--- config.mk ---
export PLATFORM = sky130hd
export DESIGN_NAME = matrix_key_scanner
export DESIGN_NICKNAME = d
export VERILOG_FILES = /design/src/rtl/matrix_key_scanner.sv
export SDC_FILE = /design/constraint.sdc
export NUM_CORES = 1
export LEC_CHECK = 0
export BUFFER_PORTS_ARGS = -buffer_cell sky130_fd_sc_hd__buf_2
export CORE_UTILIZATION = 60
export DETAILED_ROUTE_END_ITERATION = 6
export PLACE_DENSITY = 0.79
export SETUP_SLACK_MARGIN = 0.5
export SLEW_MARGIN = 10
export SYNTH_ARGS = -nofsm -noshare
export SYNTH_HDL_FRONTEND = slang
export SYNTH_SLANG_ARGS = --single-unit
--- constraint.sdc ---
create_clock -name CLK -period 3.1 [get_ports CLK]
set_input_delay 0.62 -clock CLK [delete_from_list [all_inputs] [get_ports CLK]]
set_output_delay 0.62 -clock CLK [all_outputs]
set_load 0.05 [all_outputs]
--- src/rtl/matrix_key_scanner.sv ---
`default_nettype none
// ============================================================================
//  Module      : matrix_key_scanner
//  Description : ROWS x COLS switch-matrix scanner with whole-frame debounce,
//                debounced key map and a valid/ready key-event FIFO.
//                Optional macro KEY_RELEASE_EVENT_EN enables release events.
//  Revision    : 1.0 - initial release
// ============================================================================
module matrix_key_scanner #(
    parameter  int ROWS       = 4,
    parameter  int COLS       = 4,
    parameter  int SCAN_DIV   = 1000,
    parameter  int DEBOUNCE   = 4,
    parameter  int FIFO_DEPTH = 8,
    localparam int N          = ROWS * COLS,
    localparam int CODE_W     = $clog2(N)
) (
    input  logic              CLK,
    input  logic              RESET,
    output logic [ROWS-1:0]   ROW_OUT,
    input  logic [COLS-1:0]   COL_IN,
    output logic [CODE_W-1:0] KEY_CODE,
    output logic              KEY_REL,
    output logic              KEY_VALID,
    input  logic              KEY_READY,
    output logic [N-1:0]      KEY_STATE,
    output logic              OVERFLOW
);

    localparam int DIV_W = $clog2(SCAN_DIV);
    localparam int ROW_W = (ROWS > 1) ? $clog2(ROWS) : 1;
    localparam int ST_W  = $clog2(DEBOUNCE);
    localparam int PTR_W = $clog2(FIFO_DEPTH);
`ifdef KEY_RELEASE_EVENT_EN
    localparam int ENT_W = CODE_W + 1;
`else
    localparam int ENT_W = CODE_W;
`endif
    localparam logic [DIV_W-1:0]  c_DIV_LAST = DIV_W'(SCAN_DIV - 1);
    localparam logic [ROW_W-1:0]  c_ROW_LAST = ROW_W'(ROWS - 1);
    localparam logic [ST_W-1:0]   c_ST_MAX   = ST_W'(DEBOUNCE - 1);
    localparam logic [CODE_W-1:0] c_IDX_LAST = CODE_W'(N - 1);
    localparam logic [PTR_W:0]    c_DEPTH    = (PTR_W + 1)'(FIFO_DEPTH);

    typedef enum logic [0:0] {S_IDLE = 1'b0, S_EMIT = 1'b1} state_t;

    logic [DIV_W-1:0]  r_div;
    logic [ROW_W-1:0]  r_row;
    logic [N-1:0]      r_raw;
    logic [N-1:0]      r_prev;
    logic              r_frame_done;
    logic [ST_W-1:0]   r_stable;
    logic [ST_W-1:0]   w_stable_nxt;
    logic              w_commit;
    logic [N-1:0]      r_key_state;
    logic [N-1:0]      r_pending;
    logic [N-1:0]      r_newmap;
    state_t            r_state;
    state_t            w_state_nxt;
    logic [CODE_W-1:0] r_idx;
    logic              w_push;
    logic [ENT_W-1:0]  w_entry;
    logic [ENT_W-1:0]  r_mem [FIFO_DEPTH];
    logic [ENT_W-1:0]  w_head;
    logic [PTR_W-1:0]  r_wr;
    logic [PTR_W-1:0]  r_rd;
    logic [PTR_W:0]    r_count;
    logic              w_full;
    logic              w_pop;
    logic              w_wr;
    logic              r_overflow;
`ifdef KEY_RELEASE_EVENT_EN
    logic              w_rel;
`endif

    // Row scan: each row is driven for SCAN_DIV cycles and sampled on its last.
    always_ff @(posedge CLK) begin
        if (RESET) begin
            r_div        <= '0;
            r_row        <= '0;
            r_raw        <= '0;
            r_frame_done <= 1'b0;
        end else begin
            r_frame_done <= 1'b0;
            if (r_div == c_DIV_LAST) begin
                r_div                          <= '0;
                r_raw[int'(r_row)*COLS +: COLS] <= ~COL_IN;
                r_frame_done                   <= (r_row == c_ROW_LAST);
                r_row                          <= (r_row == c_ROW_LAST) ? '0 : r_row + 1'b1;
            end else begin
                r_div <= r_div + 1'b1;
            end
        end
    end

    assign ROW_OUT = ~(ROWS'(1) << r_row);

    always_comb begin
        w_stable_nxt = '0;
        if (r_raw == r_prev)
            w_stable_nxt = (r_stable == c_ST_MAX) ? r_stable : r_stable + 1'b1;
    end

    // Compare runs the cycle after the last row sample, once the frame is registered.
    assign w_commit = r_frame_done && (w_stable_nxt == c_ST_MAX);

    always_ff @(posedge CLK) begin
        if (RESET) begin
            r_prev      <= '0;
            r_stable    <= '0;
            r_key_state <= '0;
            r_pending   <= '0;
            r_newmap    <= '0;
        end else if (r_frame_done) begin
            r_prev   <= r_raw;
            r_stable <= w_stable_nxt;
            if (w_commit) begin
                r_key_state <= r_raw;
                r_pending   <= r_raw ^ r_key_state;
                r_newmap    <= r_raw;
            end
        end
    end

    assign KEY_STATE = r_key_state;

    always_ff @(posedge CLK) begin
        if (RESET) r_state <= S_IDLE;
        else       r_state <= w_state_nxt;
    end

    always_comb begin
        w_state_nxt = r_state;
        w_push      = 1'b0;
`ifdef KEY_RELEASE_EVENT_EN
        w_rel       = 1'b0;
`endif
        case (r_state)
            S_IDLE: if (w_commit) w_state_nxt = S_EMIT;
            S_EMIT: begin
                if (r_pending[r_idx] && r_newmap[r_idx]) w_push = 1'b1;
`ifdef KEY_RELEASE_EVENT_EN
                else if (r_pending[r_idx]) begin
                    w_push = 1'b1;
                    w_rel  = 1'b1;
                end
`endif
                if (r_idx == c_IDX_LAST) w_state_nxt = S_IDLE;
            end
            default: w_state_nxt = S_IDLE;
        endcase
    end

    always_ff @(posedge CLK) begin
        if (RESET || r_state == S_IDLE) r_idx <= '0;
        else                            r_idx <= r_idx + 1'b1;
    end

`ifdef KEY_RELEASE_EVENT_EN
    assign w_entry = {w_rel, r_idx};
`else
    assign w_entry = r_idx;
`endif

    // When full, a simultaneous pop frees the slot being written this edge.
    assign w_full = (r_count == c_DEPTH);
    assign w_pop  = (r_count != '0) && KEY_READY;
    assign w_wr   = w_push && (!w_full || w_pop);

    always_ff @(posedge CLK) begin
        if (w_wr) r_mem[r_wr] <= w_entry;
    end

    always_ff @(posedge CLK) begin
        if (RESET) begin
            r_wr       <= '0;
            r_rd       <= '0;
            r_count    <= '0;
            r_overflow <= 1'b0;
        end else begin
            if (w_wr)  r_wr <= r_wr + 1'b1;
            if (w_pop) r_rd <= r_rd + 1'b1;
            case ({w_wr, w_pop})
                2'b10:   r_count <= r_count + 1'b1;
                2'b01:   r_count <= r_count - 1'b1;
                default: r_count <= r_count;
            endcase
            if (w_push && w_full && !w_pop) r_overflow <= 1'b1;
        end
    end

    assign w_head    = r_mem[r_rd];
    assign KEY_VALID = (r_count != '0);
    assign KEY_CODE  = KEY_VALID ? w_head[CODE_W-1:0] : '0;
`ifdef KEY_RELEASE_EVENT_EN
    assign KEY_REL   = KEY_VALID && w_head[CODE_W];
`else
    assign KEY_REL   = 1'b0;
`endif
    assign OVERFLOW  = r_overflow;

endmodule
`default_nettype wire

# Word-level counts from Yosys, hierarchy flattened
# Memories as Yosys holds them, arrays and structs flattened. A register that Yosys moved wholly into a read port is not among the register bits.
# Index checks and enable logic that the tools add are counted.
dict set report totals {
  n_memories 1
  reg_bits 95
  ram_bits 32
  latchBits 0
  romBits 0
  input_bits 7
}
# name words width rd rd_clocked_by_memory_dff write_ports line
set mem_list {}
lappend mem_list {r_mem 8 4 1 1 1 63} ;# logic [ENT_W-1:0] r_mem [FIFO_DEPTH];
dict set report classes {
  eq_ne 9
  reduce_logical 15
  addsub 9
  n_mul 0
  div_mod_pow 0
  muxes 19
  order_cmp 1
  n_bitwise 5
  shift 3
}
# op n
set ops {}
lappend ops {{$neg A4 Y33} 1}
lappend ops {{$shift A4 B33 Y16 const A} 1}
lappend ops {{$shiftx A4 B33 Y16} 1}
lappend ops {{$bwmux W16} 1}
lappend ops {{$eq A16 B16 Y1} 1}
lappend ops {{$xor A16 B16 Y16} 1}
lappend ops {{$add A10 B1 Y10 const B} 1}
lappend ops {{$eq A10 B10 Y1 const B} 1}
lappend ops {{$add A4 B1 Y4 const B} 2}
lappend ops {{$bmux W1 S4} 2}
lappend ops {{$eq A2 B2 Y1 const B} 4}
lappend ops {{$eq A4 B4 Y1 const B} 2}
lappend ops {{$mux W1} 8}
lappend ops {{$not A4 Y4} 2}
lappend ops {{$pmux W4 S2} 1}
lappend ops {{$add A3 B1 Y3 const B} 2}
lappend ops {{$logic_and A1 B1 Y1} 6}
lappend ops {{$mux W2} 3}
lappend ops {{$mux W3} 2}
lappend ops {{$lt A4 B5 Y1 const B} 1}
lappend ops {{$add A2 B1 Y2 const B} 2}
lappend ops {{$mux W4} 1}
lappend ops {{$reduce_bool A4 Y1} 1}
lappend ops {{$reduce_or A2 Y1} 2}
lappend ops {{9 further kinds} 12}

# Depth between registers and ports, before layout
# Gate-level depths: netlist (run 1).
dict set report depth {
  word_depth 8
  ltp_mapped 14
}

# Worst setup path before layout (run 1)
# No wires, ideal clock.
dict set report synth_path {
  path_kind {reg2reg}
  startpoint {reg r_newmap[0]}
  endpoint {reg r_count[2]}
  arrival_time_ps 2733
  setup_slack_ps 297
  required_ps 3030
  path_stages_with_launch 14
  path_cell_list {dfxtp_1 > nand2_1 > o211ai_1 > o211ai_1 > nor3_1 > buf_2 > inv_1 > ha_1 > xor2_1 > ha_1 > a21oi_1 > xor2_1 > or3_1 > a21oi_1}
}
dict set report synth_via {
  elab_chain_len 8
  word_cells_on_any_way 10
  classes_between {2 x eq/ne; 5 x mux; 3 x reduce/logical}
}
# item line
set synth_lines {}
lappend synth_lines {{start: declaration} 57} ;# logic [N-1:0] r_newmap;
lappend synth_lines {{start signal: assignment} 120} ;# r_newmap <= r_raw;
lappend synth_lines {{$bmux W1 S4 (*)} 141} ;# if (r_pending[r_idx] && r_newmap[r_idx]) w_push = 1'b1;
lappend synth_lines {{$mux W1 (implied by the code) (*)} 141}
lappend synth_lines {{$logic_and A1 B1 Y1 (*)} 141}
lappend synth_lines {{$mux W1 (*)} 141}
lappend synth_lines {{$mux W1 (*)} 138} ;# case (r_state)
lappend synth_lines {{$logic_and A1 B1 Y1 (*)} 168} ;# assign w_wr = w_push && (!w_full || w_pop);
lappend synth_lines {{$eq A2 B1 Y1 / $eq A2 B2 Y1 (equally long branches)} 183} ;# case ({w_wr, w_pop})
lappend synth_lines {{$pmux W4 S2 / $reduce_bool A2 Y1 (equally long branches)} --}
lappend synth_lines {{end signal: assignment} 184} ;# 2'b10: r_count <= r_count + 1'b1;
lappend synth_lines {{end signal: assignment} 185} ;# 2'b01: r_count <= r_count - 1'b1;
lappend synth_lines {{end signal: assignment} 186} ;# default: r_count <= r_count;
lappend synth_lines {{end: declaration} 67} ;# logic [PTR_W:0] r_count;
# Mark *: on every way between the ends. The rest lies on a longest branch, timed or not. The select of a mux whose other input is x is not followed.
# A chain may end at the register's enable or synchronous reset.

# Final worst setup path (run 1)
dict set report layout_path {
  startpoint {reg r_idx[0]}
  endpoint {reg r_count[2]}
}
dict set report layout_via {
  elab_chain_len 8
  word_cells_on_any_way 12
  classes_between {2 x eq/ne; 7 x mux; 3 x reduce/logical}
}
# item line
set layout_lines {}
lappend layout_lines {{start: declaration} 60} ;# logic [CODE_W-1:0] r_idx;
lappend layout_lines {{start signal: assignment} 156} ;# else r_idx <= r_idx + 1'b1;
lappend layout_lines {{$bmux W1 S4} 141}
lappend layout_lines {{$mux W1 (implied by the code)} 141}
lappend layout_lines {{$logic_and A1 B1 Y1 (*)} 141}
lappend layout_lines {{$mux W1 (*)} 141}
lappend layout_lines {{$mux W1 (*)} 138}
lappend layout_lines {{$logic_and A1 B1 Y1 (*)} 168}
lappend layout_lines {{$eq A2 B1 Y1 / $eq A2 B2 Y1 (equally long branches)} 183}
lappend layout_lines {{$pmux W4 S2 / $reduce_bool A2 Y1 (equally long branches)} --}
# Marks and branches as above.

==> flow_summary.yaml, run 1 <==
logic_synthesis:
  synth-main-ff-cell: "dfxtp_1"
  yosysSeqAreaShare_pct: 50.41
  yosys_warnings: 0
  syn_inst: 575
  syn_nets: 595
  synth_area_mm2: 0.005798
  ys_types: 46
  ys_async_sr_fraction_pct: 0
  synth_edf_count: 32
  ys_ff_latch: 130
  syn_avg_cell_area_um2: 10.08
routing:
  wl_um: 12970
  route.detailed.drc: 0
  drtAntennaViolNets: 0
  vias: 4454
  drt-initial-drc-count: 275
  first_pass_iters: 5
  routed_via_density: 5.963
  wl_per_cell_um: 17.37
place:
  dp.final_hpwl_um: 8279
  placed_cell_area_mm2: 0.006051
  portBuffers: 32
  place_inst: 706
  place_congestion: 0.8348
clock_tree:
  clock-sinks: 130
  clk_path_buf_depth: 2
  clk_pin_slew_ns: 0.06
  hold_buffers: 0
  numCtsBuffers: 17
  cts_tree: "done"
  ctsRootBufferMaster: "clkbuf_8"
  htree_levels: 4
  worstSkewPairLatency_ns: 0.51
cells_and_area:
  final_area_mm2: 0.006783
  final_nets: 625
  fin_util_pct: 73.06
  layout_commonest_cell: "dfxtp_1"
  area_delta_synth_final_pct: 16.98
  seq_area_mm2: 0.002960
  final_cells: 747
  drive_gt1_share_pct: 21.84
  multiInputGateArea_mm2: 0.002698
  fillerInstances: 666
  n_antenna_cell: 0
  final_cell_mix: "dfxtp_1, a21oi_1, nor2_1"
sta:
  max_freq_mhz: 380.9
  setup_violations: 0
  period_share_pct: 84.68
  fin_skew_ns: 0.009888
  period_minus_slack_ns: 2.625
  relSlewSlack_pct: 39.41
  rsz0062_at_grt: "yes"
  hold_viol_final: 0
  tightestPinTransition_ns: 0.9066
  drv_slew: 0
  finalSetupTns_ns: 0
power:
  ir_worst_vdd_mv: 0.3295
  total_power_mw: 3.703
  powerDensity_mw_per_mm2: 546.0
  cellLeakagePower_nw: 2.585
critical_path:
  cp-start-kind: "flop"
  ff2ff_path_depth: 13
  critPathArrivalTime_ns: 3.06
  crit_path_end_kind: "flop"
  required_ns: 3.54
  critPathMaxFanout: 7
  critical_path_class: "flop to flop"
die:
  row_count: 35
  initial_utilization_pct: 62.45
  ios: 34
  die_w_um: 100.3
  die_area_mm2: 0.01006
  die_y_um: 100.3
  core_area_mm2: 0.009284
grt:
  grt_use_total_pct: 26.79
  grt.overflow.total: 0
  grt_pass1_wl_um: 20600
  grt_max_degree: 54
  grt_pass1_vias: 4181
  antenna_found_initial: 0
hold_path:
  hold_depth: 3
  hp-class: "input port to flop"
outcome:
  outcome: "complete, no violations"
run:
  drv_cap: 0
worst max-delay path, stage by stage (launching register included):
cell and delay (ns):
dfxtp_4 0.39, buf_6 0.14, nand3_1 0.10, a21oi_2 0.22
o21ai_2 0.10, nor3_2 0.29, inv_2 0.10, ha_4 0.18
xor2_1 0.15, ha_2 0.21, a21oi_2 0.04, xor2_1 0.17
or3_1 0.31, a21oi_1 0.14
timing repair:
item                                    4_1_cts  5_1_grt
pin swaps                                     2        8
endpoints found under the setup margin        6        5
gates cloned                                  0        0
gates resized for setup                       5       22
buffers inserted                              3        6
through the flow:
step | worst slack (ns) | hold WS, ns
floorplan | 0.5072 | 0.4260
global placement | 0.4374 | 0.4312
detailed placement | 0.3313 | 0.4455
CTS | 0.5011 | 0.4090
global route | 0.3618 | 0.4244
finish | 0.4749 | 0.4209
routing by layer:
layer  track usage [%]  up-vias  routed length [µm]
li1                  -     2135                   -
met1             33.38     2107                5129
met2             45.31      183                6598
met3             5.432       29                 919
met4             11.37        0                 324
met5                 0        -                   0
sequential cells by signal, indices dropped and copies added (netlist names), named ones only:
signal / cells
OVERFLOW: 1
r_count: 4
r_div: 10
r_frame_done: 1
r_idx: 4
r_mem: 32
r_newmap: 16
r_pending: 16
r_prev: 16
r_raw: 16
r_rd: 3
r_row: 2
r_stable: 2
r_state: 1
r_wr: 3
final cells by class:
| cell class | count | share of cell area [%] |
|---|---|---|
| clock buffer | 22 | 7.305 |
| sequential | 130 | 43.65 |
| tap | 129 | 2.380 |
| clock inverter | 10 | 1.439 |
| inverter | 14 | 0.7748 |
| multi-input combinational | 392 | 39.77 |
| timing repair buffer | 50 | 4.685 |
cell usage after synthesis, types with 7 or more instances:
cell	count	area share [%]
dfxtp_1	98	34
mux4_2	8	3.1
xor2_1	41	6.2
nand2_1	25	1.6
edfxtp_1	32	17
nand4b_1	7	1.1
mux2i_1	24	4.1
a21oi_1	58	5.0
clkbuf_1	29	1.9
ha_1	13	2.8
o21ai_0	37	3.2
inv_1	14	0.91
nor2_1	51	3.3
or3_1	20	2.2
nand4_1	36	3.9
nand3_1	14	1.2
cell families (layout without fill, tap and decap cells):
kind of cell,count (synthesis),after routing,synth area share [%]
AO/OA/AOI/OAI,103,103,9.236
XOR/XNOR,47,47,7.100
adder cells (fa/ha/maj),13,13,2.805
buffers and inverters,53,96,3.906
flip-flops,130,130,50.41
multiplexers,34,34,7.639
other,1,1,0.06468
AND/OR/NAND/NOR,194,194,18.84
report_power, final:
part / internal [mW] / total (mW) / leakage [nW] / switching, mW
clock: 1.20 / 1.93 / 0.284 / 0.729
combinational: 0.00957 / 0.0383 / 1.19 / 0.0287
sequential: 1.73 / 1.73 / 1.11 / 0.00321
total: 2.94 / 3.70 / 2.59 / 0.761
worst paths after layout:
check	to	from	slack (ns)
setup / recovery	r_count[2]	r_idx[0]	0.47
hold / removal	r_raw[2]	COL_IN[2]	0.42
setup reg to reg	r_count[2]	r_idx[0]	0.47
hold reg to reg	OVERFLOW	OVERFLOW	0.46
(Power assumes the default switching activity.)
==> inputs of run 2 (changes only) <==
- CORE_UTILIZATION: 60 -> 55
- PLACE_DENSITY: 0.79 -> 0.76
- clock period: 3.1 -> 2.35 ns (I/O delays scaled with it)
==> flow_summary.yaml, run 2 (same netlist as run 1, synthesis figures left out) <==
outcome:
  outcome: "complete, but fails checks"
  violations: "negative setup slack"
cells_and_area:
  n_antenna_cell: 0
  drive_gt1_share_pct: 31.78
  layout_commonest_cell: "dfxtp_1"
  fillerInstances: 694
  largest_reg_flops: 32
  fin_util_pct: 72.45
  final_cell_mix: "dfxtp_1, a21oi_1, nor2_1"
  final_nets: 649
  final_cells: 778
  area_delta_synth_final_pct: 28.42
  final_area_mm2: 0.007446
  regMostFlops: "r_mem"
routing:
  wl_per_cell_um: 18.33
  first_pass_iters: 5
  vias: 4646
  drt-initial-drc-count: 443
  route.detailed.drc: 0
  wl_um: 14260
  drtAntennaViolNets: 0
  routed_via_density: 5.972
sta:
  period_share_pct: 104.0
  fin_ws_ns: -0.09510
  setup_violations: 6
  period_minus_slack_ns: 2.445
  fin_skew_ns: 0.009468
  relSlewSlack_pct: 37.17
  hold_viol_final: 0
  holdWs_ns: 0.2641
  tightestPinTransition_ns: 0.9401
  drv_slew: 0
  rsz0062_at_grt: "yes"
  finalSetupTns_ns: -0.3811
  max_freq_mhz: 409.0
place:
  placed_cell_area_mm2: 0.006206
  dp_slack_ns: -0.1337
  portBuffers: 32
  place_congestion: 0.8291
  place_inst: 722
  dp.final_hpwl_um: 8492
grt:
  grt_pass1_vias: 4374
  grt_pass1_wl_um: 21680
  grt_use_total_pct: 25.54
  grt_max_degree: 54
  antenna_found_initial: 0
  grt.overflow.total: 0
critical_path:
  critPathMaxFanout: 7
  critical_path_class: "flop to flop"
  path_cells: "buf_6 > nand3_2 > a21oi_4 > o21ai_2 > nor3_2 > inv_2 > ha_4 > xor2_2 > ha_4 > a21oi_2 > xor2_1 > or3_1 > a21oi_2"
  required_ns: 2.81
  ff2ff_path_depth: 13
  critPathArrivalTime_ns: 2.91
  slowest_stage: "dfxtp_4"
  crit_path_end_kind: "flop"
  cp-start-kind: "flop"
  cp_num_buf_inv: 2
  path_depth: 13
  cpPeakStageDelay_ns: 0.38
  cpLargestDelayFamily: "simple AND/OR/NAND/NOR gates"
clock_tree:
  clk_path_buf_depth: 2
  htree_levels: 4
  clock-sinks: 130
  hold_buffers: 0
  ctsRootBufferMaster: "clkbuf_8"
  worstSkewPairLatency_ns: 0.53
  numCtsBuffers: 17
  cts_tree: "done"
  clk_pin_slew_ns: 0.06
die:
  row_count: 37
  die_area_mm2: 0.01096
  initial_utilization_pct: 56.42
  ios: 34
  die_w_um: 104.7
  die_y_um: 104.7
  core_area_mm2: 0.01028
power:
  ir_worst_vdd_mv: 0.4283
  powerDensity_mw_per_mm2: 695.7
  cellLeakagePower_nw: 2.830
  total_power_mw: 5.180
hold_path:
  hold_depth: 3
  hp-class: "input port to flop"
run:
  drv_cap: 0
==> run 2: changes by cell type in the layout (fill, tap and decap cells not counted), sizes merged <==
cell      previous run  this run
clkinvlp             3         2
bufinv               1         5
inv                 15        17
clkbuf              22        20
buf                 50        71
==> run 2: power by group <==
| part | internal, mW | switching [mW] |
|---|---|---|
| clock | 1.84 | 1.00 |
| combinational | 0.0158 | 0.0423 |
| sequential | 2.27 | 0.00586 |
==> run 2: worst paths after layout <==
kind | slack (ns) | start | to
max | -0.1 | r_idx[0] | r_count[2]
min | 0.26 | COL_IN[0] | r_raw[4]
max reg2reg | -0.1 | r_idx[0] | r_count[2]
min reg2reg | 0.47 | OVERFLOW | OVERFLOW
==> run 2: metal layers <==
| metal | part of all wire (%) | GRT usage [%] | up-vias |
|---|---|---|---|
| met2 | 54 | 44.89 | 140 |
| met3 | 3.8 | 7.361 | 39 |
| li1 | - | - | 2187 |
| met5 | 0 | 0 | - |
| met1 | 40 | 29.02 | 2280 |
| met4 | 2.7 | 10.46 | 0 |
==> run 2: cell type report <==
class | instances | area [µm²] | share of cell area [%]
clock inverters | 15 | 230.2 | 3.092
well taps | 136 | 170.2 | 2.285
repair buffers | 74 | 670.6 | 9.007
multi-input cells | 392 | 2905 | 39.02
flip-flops and latches | 130 | 2990 | 40.16
clock buffers | 17 | 414.1 | 5.562
inverters | 14 | 65.06 | 0.8738
==> run 2: what timing repair did <==
| action | in CTS | in global routing |
|---|---|---|
| buffers inserted | 10 | 9 |
| gates resized for setup | 56 | 48 |
| gates cloned | 0 | 5 |
| pin swaps | 3 | 39 |
| setup endpoints to repair | 95 | 97 |
==> run 2: worst reg2reg max path, cell delays in order, from the launching register on <==
cell	delay (ns)
dfxtp_4	0.38
buf_6	0.13
nand3_2	0.12
a21oi_4	0.17
o21ai_2	0.08
nor3_2	0.24
inv_2	0.10
ha_4	0.18
xor2_2	0.15
ha_4	0.17
a21oi_2	0.12
xor2_1	0.09
or3_1	0.33
a21oi_2	0.11
==> inputs of run 3 (changes only) <==
- SKIP_LAST_GASP: not set -> 1
==> flow_summary.yaml, run 3 (same netlist as run 1, synthesis figures left out) <==
outcome:
  outcome: "complete, but fails checks"
  violations: "negative setup slack"
cells_and_area:
  n_antenna_cell: 0
  regMostFlops: "r_mem"
  largest_reg_flops: 32
  drive_gt1_share_pct: 32.46
  final_nets: 657
  area_delta_synth_final_pct: 29.97
  layout_commonest_cell: "dfxtp_1"
  final_cell_mix: "dfxtp_1, a21oi_1, nor2_1"
grt:
  grt_use_total_pct: 25.43
  grt_pass1_wl_um: 21600
  grt_pass1_vias: 4366
  antenna_found_initial: 0
  grt.overflow.total: 0
  grt_max_degree: 54
clock_tree:
  numCtsBuffers: 17
  ctsRootBufferMaster: "clkbuf_8"
  clock-sinks: 130
  clk_path_buf_depth: 2
  worstSkewPairLatency_ns: 0.54
  hold_buffers: 0
  htree_levels: 4
  clk_pin_slew_ns: 0.06
  cts_tree: "done"
sta:
  fin_skew_ns: 0.01045
  period_minus_slack_ns: 2.562
  fin_ws_ns: -0.2124
  holdWs_ns: 0.2506
  drv_slew: 0
  setup_violations: 38
  relSlewSlack_pct: 38.74
  max_freq_mhz: 390.3
  tightestPinTransition_ns: 0.9167
  hold_viol_final: 0
  period_share_pct: 109.0
  finalSetupTns_ns: -4.581
  rsz0062_at_grt: "yes"
critical_path:
  crit-reg2reg-capture: "r_count[2]"
  cp-start-kind: "flop"
  required_ns: 2.82
  ff2ff_path_depth: 13
  critPathMaxFanout: 6
  critical_path_class: "flop to flop"
  slowest_stage: "dfxtp_4"
  crit_top_cell: "ha_4"
  critPathArrivalTime_ns: 3.03
  rrSetupSlack_ns: -0.21
  path_cells: "buf_12 > nand4bb_1 > nand3_2 > o22ai_4 > nor3_2 > inv_2 > ha_4 > xor2_2 > ha_4 > a21oi_2 > xor2_1 > or3_1 > a21oi_1"
  crit_path_end_kind: "flop"
  cpPeakStageDelay_ns: 0.36
  r2r_start: "r_idx[1]"
routing:
  first_pass_iters: 5
  route.detailed.drc: 0
  wl_um: 14710
  vias: 4704
  routed_via_density: 5.985
  wl_per_cell_um: 18.71
  drt-initial-drc-count: 369
  drtAntennaViolNets: 0
power:
  cellLeakagePower_nw: 2.884
  ir_worst_vdd_mv: 0.4295
  powerDensity_mw_per_mm2: 690.2
  total_power_mw: 5.201
die:
  row_count: 37
  ios: 34
  initial_utilization_pct: 56.42
  die_w_um: 104.7
  die_area_mm2: 0.01096
  core_area_mm2: 0.01028
  die_y_um: 104.7
run:
  drv_cap: 0
hold_path:
  hold_start: "COL_IN[0]"
  worstHoldEndpoint: "r_raw[4]"
  hp-class: "input port to flop"
  hold_depth: 3
place:
  dp_slack_ns: -0.1337
  place_congestion: 0.8291
  portBuffers: 32
  dp.final_hpwl_um: 8492
[run 3: cell types whose count changed in the layout (fill, tap and decap cells not counted), sizes merged]
cell  before  now
buf       71   79
[run 3: how the worst max path moves through the flow]
stage | from | to | slack, ns | cells after the start
floorplan | r_idx[0] | r_count[2] | -0.1 | 14
global placement | KEY_READY | r_count[3] | -0.08 | 11
detailed placement | KEY_READY | r_count[2] | -0.13 | 12
finish | r_idx[1] | r_count[2] | -0.21 | 13
CTS | flop | KEY_CODE[2] | -0.09 | 5
global route | r_idx[1] | r_count[2] | -0.28 | 13
[run 3: layout make-up]
cell class | count | area [µm²]
Fill cell | 682 | 2741
Tap cell | 136 | 170.2
Sequential cell | 130 | 2990
Clock buffer | 17 | 414.1
Clock inverter | 15 | 230.2
Inverter | 14 | 65.06
Multi-Input combinational cell | 392 | 2910
Timing Repair Buffer | 82 | 755.7
[run 3: timing repair]
item                                    CTS  global route
gates resized for setup                  46            65
cloned                                    0             5
pin swaps                                 3            39
endpoints found under the setup margin   95            98
buffers inserted                         10            17
[run 3: where the power goes]
| part | leakage, nW | total, mW | switching (mW) | internal, mW |
|---|---|---|---|---|
| Clock | 0.307 | 2.87 | 1.02 | 1.84 |
| Sequential | 1.11 | 2.28 | 0.00581 | 2.27 |
| Combinational | 1.46 | 0.0587 | 0.0428 | 0.0159 |
| Total | 2.88 | 5.20 | 1.07 | 4.13 |
[run 3: worst max-delay path, delay by kind of cell, from the launching register on]
| kind | cells | cell delay [ns] |
|---|---|---|
| AO/OA/AOI/OAI | 3 | 0.35 |
| XOR/XNOR | 2 | 0.25 |
| adder cells (fa/ha/maj) | 2 | 0.36 |
| buffers and inverters | 2 | 0.23 |
| flip-flops | 1 | 0.36 |
| AND/OR/NAND/NOR | 4 | 0.92 |
[run 3: stage by stage]
step	instances	area, µm²	utilization (%)
2_1_floorplan	575	5916	-
3_3_place_gp	722	6206	60.38
3_5_place_dp	722	6206	60.38
4_1_cts	764	7068	68.77
5_1_grt	786	7536	73.33
6_report	786	7536	73.33
[run 3: layer usage]
metal	vias up	wire [µm]	track usage [%]
li1	2201	-	-
met1	2302	5751	29.10
met2	164	7768	44.56
met3	37	783	7.424
met4	0	404	10.06
met5	-	0	0
